**src/rtl/io_port_bridge.sv**
```systemverilog
// io_port_bridge: host-side endpoint of the core's 16-bit IN/OUT ports.
//   Output path: every core OUT write (cpu_out_we_i) is pushed into an output FIFO
//   that the host drains with a valid/ready handshake (host_rx_*).
//   Input path: host words (host_tx_*) are buffered in an input FIFO whose head
//   is presented to the core on cpu_in_o and popped by cpu_in_rd_i.
//   Sticky error flags: out_ovf_o (OUT write dropped on a full FIFO) and
//   in_udf_o (IN read of an empty FIFO); cleared by clr_err_i.
// Ports:
//   clk_i, rst_ni         clock, synchronous active-low reset
//   cpu_out_i/_we_i       core OUT word and strobe
//   cpu_in_o/_rd_i        input FIFO head and core consume strobe
//   cpu_in_avail_o        input FIFO non-empty
//   host_rx_data/valid_o, host_rx_ready_i   output FIFO drain side
//   host_tx_data/valid_i, host_tx_ready_o   input FIFO fill side
//   out_level_o, in_level_o                 FIFO occupancies
//   out_ovf_o, in_udf_o, clr_err_i          sticky error flags and clear
module io_port_bridge #(
  parameter int unsigned DataW    = 16,
  parameter int unsigned OutDepth = 4,
  parameter int unsigned InDepth  = 4
) (
  input  logic                        clk_i,
  input  logic                        rst_ni,
  input  logic [DataW-1:0]            cpu_out_i,
  input  logic                        cpu_out_we_i,
  output logic [DataW-1:0]            cpu_in_o,
  input  logic                        cpu_in_rd_i,
  output logic                        cpu_in_avail_o,
  output logic [DataW-1:0]            host_rx_data_o,
  output logic                        host_rx_valid_o,
  input  logic                        host_rx_ready_i,
  input  logic [DataW-1:0]            host_tx_data_i,
  input  logic                        host_tx_valid_i,
  output logic                        host_tx_ready_o,
  output logic [$clog2(OutDepth):0]   out_level_o,
  output logic [$clog2(InDepth):0]    in_level_o,
  output logic                        out_ovf_o,
  output logic                        in_udf_o,
  input  logic                        clr_err_i
);

  localparam int unsigned OutAw = $clog2(OutDepth);
  localparam int unsigned InAw  = $clog2(InDepth);
  localparam int unsigned OutLw = OutAw + 1;
  localparam int unsigned InLw  = InAw + 1;
  localparam logic [OutLw-1:0] OutFullLvl = OutLw'(OutDepth);
  localparam logic [InLw-1:0]  InFullLvl  = InLw'(InDepth);

  logic [DataW-1:0] out_mem_q [OutDepth];
  logic [OutAw-1:0] out_wptr_q, out_rptr_q;
  logic [OutLw-1:0] out_level_q, out_level_d;

  logic [DataW-1:0] in_mem_q [InDepth];
  logic [InAw-1:0]  in_wptr_q, in_rptr_q;
  logic [InLw-1:0]  in_level_q, in_level_d;

  logic out_ovf_q, out_ovf_d;
  logic in_udf_q, in_udf_d;

  logic out_full, out_push, out_pop, out_ovf_set;
  logic in_nempty, in_push, in_pop, in_udf_set;

  // Handshake outputs are forced low while reset is asserted, so the host never
  // sees a partial transfer during a reset that lands mid-stream.
  always_comb begin
    out_full        = (out_level_q == OutFullLvl);
    in_nempty       = (in_level_q != '0);

    host_rx_valid_o = rst_ni && (out_level_q != '0);
    host_rx_data_o  = out_mem_q[out_rptr_q];
    host_tx_ready_o = rst_ni && (in_level_q != InFullLvl);
    cpu_in_avail_o  = rst_ni && in_nempty;
    cpu_in_o        = cpu_in_avail_o ? in_mem_q[in_rptr_q] : '0;

    out_pop     = host_rx_valid_o && host_rx_ready_i;
    // A full FIFO still accepts a write when the host drains in the same cycle.
    out_push    = cpu_out_we_i && (!out_full || out_pop);
    out_ovf_set = cpu_out_we_i && out_full && !out_pop;

    in_push     = host_tx_valid_i && host_tx_ready_o;
    in_pop      = cpu_in_rd_i && in_nempty;
    // Empty-FIFO reads flag underflow even if a host word arrives that cycle;
    // the new word is stored, not bypassed to the core.
    in_udf_set  = cpu_in_rd_i && !in_nempty;

    out_level_d = out_level_q + OutLw'(out_push) - OutLw'(out_pop);
    in_level_d  = in_level_q + InLw'(in_push) - InLw'(in_pop);

    // Setting wins over clearing in the same cycle.
    out_ovf_d = out_ovf_set ? 1'b1 : (clr_err_i ? 1'b0 : out_ovf_q);
    in_udf_d  = in_udf_set  ? 1'b1 : (clr_err_i ? 1'b0 : in_udf_q);

    out_level_o = out_level_q;
    in_level_o  = in_level_q;
    out_ovf_o   = out_ovf_q;
    in_udf_o    = in_udf_q;
  end

  always_ff @(posedge clk_i) begin
    if (!rst_ni) begin
      out_wptr_q  <= '0;
      out_rptr_q  <= '0;
      out_level_q <= '0;
      in_wptr_q   <= '0;
      in_rptr_q   <= '0;
      in_level_q  <= '0;
      out_ovf_q   <= 1'b0;
      in_udf_q    <= 1'b0;
      for (int i = 0; i < int'(OutDepth); i++) out_mem_q[i] <= '0;
      for (int i = 0; i < int'(InDepth); i++)  in_mem_q[i]  <= '0;
    end else begin
      if (out_push) begin
        out_mem_q[out_wptr_q] <= cpu_out_i;
        out_wptr_q            <= out_wptr_q + 1'b1;
      end
      if (out_pop) out_rptr_q <= out_rptr_q + 1'b1;
      if (in_push) begin
        in_mem_q[in_wptr_q] <= host_tx_data_i;
        in_wptr_q           <= in_wptr_q + 1'b1;
      end
      if (in_pop) in_rptr_q <= in_rptr_q + 1'b1;
      out_level_q <= out_level_d;
      in_level_q  <= in_level_d;
      out_ovf_q   <= out_ovf_d;
      in_udf_q    <= in_udf_d;
    end
  end

endmodule

```
**config.mk**
```make
export PLATFORM = sky130hd
export DESIGN_NAME = io_port_bridge
export DESIGN_NICKNAME = d
export VERILOG_FILES = /design/src/rtl/io_port_bridge.sv
export SDC_FILE = /design/constraint.sdc
export NUM_CORES = 1
export LEC_CHECK = 0
export ABC_CLOCK_PERIOD_IN_PS = 7400
export CORE_ASPECT_RATIO = 0.9
export CORE_UTILIZATION = 45
export CTS_BUF_LIST = sky130_fd_sc_hd__clkbuf_8 sky130_fd_sc_hd__clkbuf_16
export DETAILED_ROUTE_END_ITERATION = 6
export PLACE_DENSITY = 0.71
export SETUP_SLACK_MARGIN = 0.2
export SYNTH_ARGS = -nofsm -noshare
export SYNTH_HDL_FRONTEND = slang
export SYNTH_SLANG_ARGS = --single-unit
```
**constraint.sdc**
```tcl
create_clock -name clk_i -period 7.4 [get_ports clk_i]
set_clock_uncertainty 0.2 [all_clocks]
set_input_delay 0.74 -clock clk_i [delete_from_list [all_inputs] [get_ports clk_i]]
set_output_delay 0.74 -clock clk_i [all_outputs]
set_load 0.05 [all_outputs]
```
==> flow_summary.json, run 1 <==
{
  "antenna_found_initial": 0,
  "start_kind": "primary input",
  "cts.sink_count": 148,
  "start_util_pct": 46.64,
  "overflow": 0,
  "design.core.area_um2": 14160,
  "regArea_um2": 4244,
  "finalWorstSetupSlack_ns": 2.954,
  "dp_slack_ns": 2.929,
  "worstHoldPathType": "flip-flop to flip-flop",
  "die_width_um": 129.7,
  "die-area_um2": 15160,
  "drcViolationCount": 0,
  "worstPathMaxFanout": 24,
  "wire_per_inst_um": 17.81,
  "gp_congestion": 0.7556,
  "post-route-min-period_ns": 4.446,
  "async_reset_ff_share_pct": 0,
  "clk_pin_slew_ns": 0.05,
  "hold_violations": 0,
  "period_share_pct": 60.08,
  "postSynthAreaPerCell_um2": 14.94,
  "crit_type": "primary input to output port",
  "die_y_um": 116.9,
  "synth-seq-cells": 148,
  "relSlewSlack_pct": 22.42,
  "first_pass_iters": 4,
  "fin_nets": 576,
  "synth-edff-count": 128,
  "postCtsSetupBuffers": 0,
  "initialDrtViolationCount": 251,
  "powerDensity_nw_per_um2": 337.9,
  "rows": 41,
  "leakagePower_uw": 0.003045,
  "finalSetupViolations": 0,
  "ant_nets": 0,
  "yosysWarnings": 0,
  "cts-root-buf": "clkbuf_16",
  "cp-end-kind": "output port",
  "cts-buffers-inserted": 17,
  "drive_above_1_share_pct": 13.97,
  "dp_hpwl_um": 8096,
  "grt_max_degree": 25,
  "diodes": 0,
  "htreeDepth": 4,
  "yosysUniqueCellTypes": 35,
  "grtUsageTotal_pct": 18.99,
  "cts_hold_buf": 0,
  "portBuffers": 81,
  "synth-seq-area-share_pct": 64.27,
  "first_global_vias": 3879,
  "ios": 82,
  "ir_drop_mv": 0.2190,
  "crit_arrival_ns": 3.51,
  "area_growth_pct": 25.31,
  "syn_inst": 442,
  "clock_latency_ns": 0.40,
  "tightest_slew_ns": 1.159,
  "fmax_mhz": 224.9,
  "fillers": 1109,
  "cts_max_path_buffers": 2,
  "vias": 3731,
  "syn_area_um2": 6604,
  "cts_resized": 0,
  "multi_input_area_um2": 2257,
  "cts_tree": "done",
  "required_ns": 6.46,
  "fin_tns_setup_ns": 0,
  "fin_util_pct": 58.45,
  "yosys_most_used_dff": "edfxtp_1",
  "cap_violations": 0,
  "vias_per_cell": 5.062,
  "drt-total-wl_um": 13130,
  "final_max_slew_viol_count": 0,
  "status": "completed",
  "rrSetupSlack_ns": 4.49,
  "grt_pass1_wl_um": 20700,
  "synth_nets": 487,
  "grt_setup_unrepaired": "false"
}
[metrics by stage]
stage,power [µW],area [µm²],hold WS [ns],instances
5_1_grt,2917,8275,0.3537,737
3_5_place_dp,1959,7677,0.2908,705
4_1_cts,2825,8275,0.3021,737
3_3_place_gp,1940,7677,0.2807,705
2_1_floorplan,1686,6604,0.2591,442
6_report,2797,8275,0.3041,737
[logic make-up after synthesis]
family | after synthesis | synth area share [%]
mux | 34 | 11.22
compound gates | 18 | 1.610
xor+xnor | 6 | 0.7959
buf+inv | 33 | 1.970
simple gates | 197 | 18.78
fa+ha+maj | 6 | 1.364
flops | 148 | 64.27
[worst paths after layout]
check,startpoint,end,cells past startpoint
worst max-delay path,rst_ni,cpu_in_o[9],4
worst min-delay path,in_rptr_q[0],in_rptr_q[0],2
worst max register to register,in_level_o[1],in_level_o[2],10
worst min register to register,in_rptr_q[0],in_rptr_q[0],2
[flip-flops by register name (all words and copies together), names as in the netlist, named ones only]
register	cells
in_udf_o	1
out_wptr_q	2
out_ovf_o	1
in_level_o	3
in_rptr_q	2
in_mem_q	64
out_level_o	3
out_rptr_q	2
out_mem_q	64
in_wptr_q	2
[routing by layer]
layer	part of all wire [%]	up-vias	GRT usage [%]
li1	-	1777	-
met1	43	1857	24.33
met2	52	90	31.98
met3	4.0	7	4.909
met4	0.74	0	5.736
met5	0	-	0
[area by class of cell]
| cell class | instances | area share [%] |
|---|---|---|
| repair buffers | 92 | 10.80 |
| inverters | 11 | 0.4989 |
| flip-flops and latches | 148 | 51.29 |
| clock buffers | 17 | 5.141 |
| well taps | 193 | 2.918 |
| clock inverters | 15 | 2.086 |
| multi-input cells | 261 | 27.28 |
[Yosys cell counts, types with 7 or more instances]
cell / n / area share (%)
nand2_1: 9 / 0.51
nor2b_1: 12 / 1.1
clkbuf_1: 17 / 0.97
o21ai_0: 9 / 0.68
and2_1: 133 / 13
mux4_2: 32 / 11
dfxtp_1: 20 / 6.1
nor2_1: 13 / 0.74
and2b_1: 7 / 0.80
edfxtp_1: 128 / 58
nand2b_1: 7 / 0.66
inv_1: 11 / 0.63
[worst max-delay path, stage by stage]
cell             delay (ns)
clkdlybuf4s50_1        1.00
nand2b_1               0.61
and2b_1                0.35
clkdlybuf4s50_1        0.79
[layout by cell type (no fill, tap or decap), types with 2 or more instances in the layout]
master | netlist | final
mux2i_1 | 2 | 2
xnor2_1 | 3 | 3
and2b_1 | 7 | 7
nor2_1 | 13 | 13
a21oi_1 | 3 | 3
bufinv_16 | 0 | 4
nor3_1 | 3 | 2
clkinv_1 | 0 | 4
fa_1 | 2 | 2
mux4_2 | 32 | 32
nand2_1 | 9 | 9
o21ai_1 | 0 | 6
nor4b_4 | 1 | 2
clkinv_2 | 0 | 2
nand2b_1 | 7 | 7
ha_1 | 4 | 4
buf_4 | 0 | 11
nor2b_1 | 12 | 12
clkbuf_16 | 0 | 17
clkdlybuf4s50_1 | 0 | 81
and2_1 | 133 | 133
o21ai_0 | 9 | 3
edfxtp_1 | 128 | 128
dfxtp_1 | 20 | 20
a21o_1 | 2 | 2
xor2_1 | 3 | 3
inv_1 | 11 | 14
[where the power goes]
group,internal [µW],leakage [µW],switching (µW)
Clock,555,0.000300,313
Combinational,345,0.00124,494
Sequential,1020,0.00150,68.2
Total,1920,0.00305,875
Note: power is estimated with default switching activity, not from simulation.
==> run 2: changes to the inputs <==
--- a/config.mk
+++ b/config.mk
@@ -5,7 +5,7 @@
 export SDC_FILE = /design/constraint.sdc
 export NUM_CORES = 1
 export LEC_CHECK = 0
-export ABC_CLOCK_PERIOD_IN_PS = 7400
+export ABC_CLOCK_PERIOD_IN_PS = 4350
 export CORE_ASPECT_RATIO = 0.9
 export CORE_UTILIZATION = 45
 export CTS_BUF_LIST = sky130_fd_sc_hd__clkbuf_8 sky130_fd_sc_hd__clkbuf_16
==> constraint.sdc (replaced) <==
create_clock -name clk_i -period 4.35 [get_ports clk_i]
set_clock_uncertainty 0.2 [all_clocks]
set_input_delay 0.435 -clock clk_i [delete_from_list [all_inputs] [get_ports clk_i]]
set_output_delay 0.435 -clock clk_i [all_outputs]
set_load 0.05 [all_outputs]
==> flow_summary.json, run 2 (synthesis gave the netlist of run 1 again) <==
{
  "cts_tree": "done",
  "crit_type": "flip-flop to output port",
  "drt-total-wl_um": 13520,
  "largest_registers": "in_mem_q: 64 flops, out_mem_q: 64 flops",
  "cp-end-kind": "output port",
  "worst-path-buf-inv": 1,
  "antenna_found_initial": 0,
  "powerDensity_nw_per_um2": 571.8,
  "fin_tns_setup_ns": 0,
  "ios": 82,
  "holdWs_ns": 0.3168,
  "crit_family": "simple AND/OR/NAND/NOR gates",
  "regArea_um2": 4244,
  "rows": 41,
  "cts.sink_count": 148,
  "post-route-min-period_ns": 3.550,
  "dp_hpwl_um": 8387,
  "wire_per_inst_um": 18.19,
  "grt_pass1_wl_um": 20820,
  "crit_path_top_delay_cell": "nand2b_1",
  "die_y_um": 116.9,
  "relSlewSlack_pct": 34.85,
  "cts-root-buf": "clkbuf_16",
  "worstPathMaxFanout": 17,
  "cp-startpoint": "in_level_o[1]",
  "first_global_vias": 3947,
  "ant_nets": 0,
  "multi_input_area_um2": 2243,
  "r2r-start": "in_level_o[1]",
  "worstPathCellList": "nor3_1, nand2b_1, and2b_1, clkdlybuf4s50_1",
  "layout_common_cells": "133 x and2_1, 128 x edfxtp_1, 81 x clkdlybuf4s50_1",
  "grt_setup_unrepaired": "false",
  "postCtsSetupBuffers": 0,
  "final_max_slew_viol_count": 0,
  "worst_path_largest_cell_delay_ns": 0.69,
  "fmax_mhz": 281.7,
  "required_ns": 3.71,
  "total_power_uw": 4750,
  "area_growth_pct": 25.79,
  "vias_per_cell": 5.073,
  "design.core.area_um2": 14160,
  "die_width_um": 129.7,
  "status": "completed",
  "clk_pin_slew_ns": 0.06,
  "tightest_slew_ns": 0.9732,
  "cts_resized": 0,
  "die-area_um2": 15160,
  "hold_violations": 0,
  "vias": 3769,
  "initialDrtViolationCount": 312,
  "leakagePower_uw": 0.003064,
  "diodes": 0,
  "fillers": 1118,
  "portBuffers": 81,
  "finalSetupViolations": 0,
  "drive_above_1_share_pct": 15.82,
  "start_util_pct": 46.64,
  "grtUsageTotal_pct": 19.38,
  "period_share_pct": 81.62,
  "finalWorstSetupSlack_ns": 0.7997,
  "final_common_cell": "and2_1",
  "hp-start": "in_rptr_q[0]",
  "cts_hold_buf": 0,
  "dp_slack_ns": 1.149,
  "drcViolationCount": 0,
  "htreeDepth": 4,
  "first_pass_iters": 4,
  "cts_max_path_buffers": 2,
  "fin_nets": 582,
  "gp_congestion": 0.7698,
  "grt_max_degree": 24,
  "clock_latency_ns": 0.43,
  "start_kind": "flip-flop",
  "cts-buffers-inserted": 17,
  "crit_arrival_ns": 2.92,
  "overflow": 0,
  "cap_violations": 0,
  "ir_drop_mv": 0.3744,
  "worstHoldPathType": "flip-flop to flip-flop"
}
## run 2: cell types whose count changed in the layout (fill, tap and decap cells not counted), sizes merged
cell and delta:
buf +6, bufinv -2, inv -1, clkbuf +3, clkinvlp +2, clkinv -2
## run 2: path summary, 6_finish.rpt
path	endpoint	slack, ns	cells after the start
worst min register to register	in_rptr_q[0]	0.32	2
worst max register to register	in_level_o[2]	1.68	9
worst min-delay path	in_rptr_q[0]	0.32	2
worst max-delay path	cpu_in_o[9]	0.80	4
## run 2: power breakdown
part	internal, µW	total (µW)	leakage, µW	switching [µW]
combinational	596	1430	0.00127	829
clock	889	1460	0.000290	573
sequential	1740	1860	0.00150	123
total	3220	4750	0.00306	1530
## run 2: routing by layer
metal | track usage (%) | vias up | share of wire, %
met3 | 4.045 | 10 | 4.5
met2 | 32.66 | 91 | 51
li1 | - | 1791 | -
met5 | 0 | - | 0
met4 | 8.605 | 0 | 1.2
met1 | 24.39 | 1877 | 43
## run 2: per-stage QoR
step	util [%]	area, µm²	instances
final	58.67	8307	743
after global routing	58.67	8307	743
after CTS	58.67	8307	743
after detailed placement	54.45	7709	711
after global placement	54.45	7709	711
after floorplan	-	6604	442
## run 2: cell type report
class / instances / area share [%]
clock buffer: 20 / 5.618
tap: 193 / 2.907
multi-input combinational: 261 / 27.01
timing repair buffer: 98 / 11.30
clock inverter: 12 / 1.582
sequential: 148 / 51.09
inverter: 11 / 0.4971
## run 2: worst reg2reg max path: stages, from the launching register on
cell	delay [ns]
dfxtp_1	0.35
nor3_1	0.47
nor2b_1	0.17
ha_1	0.32
inv_1	0.04
ha_1	0.19
fa_1	0.38
xor2_1	0.17
xnor2_1	0.12
and2_1	0.15
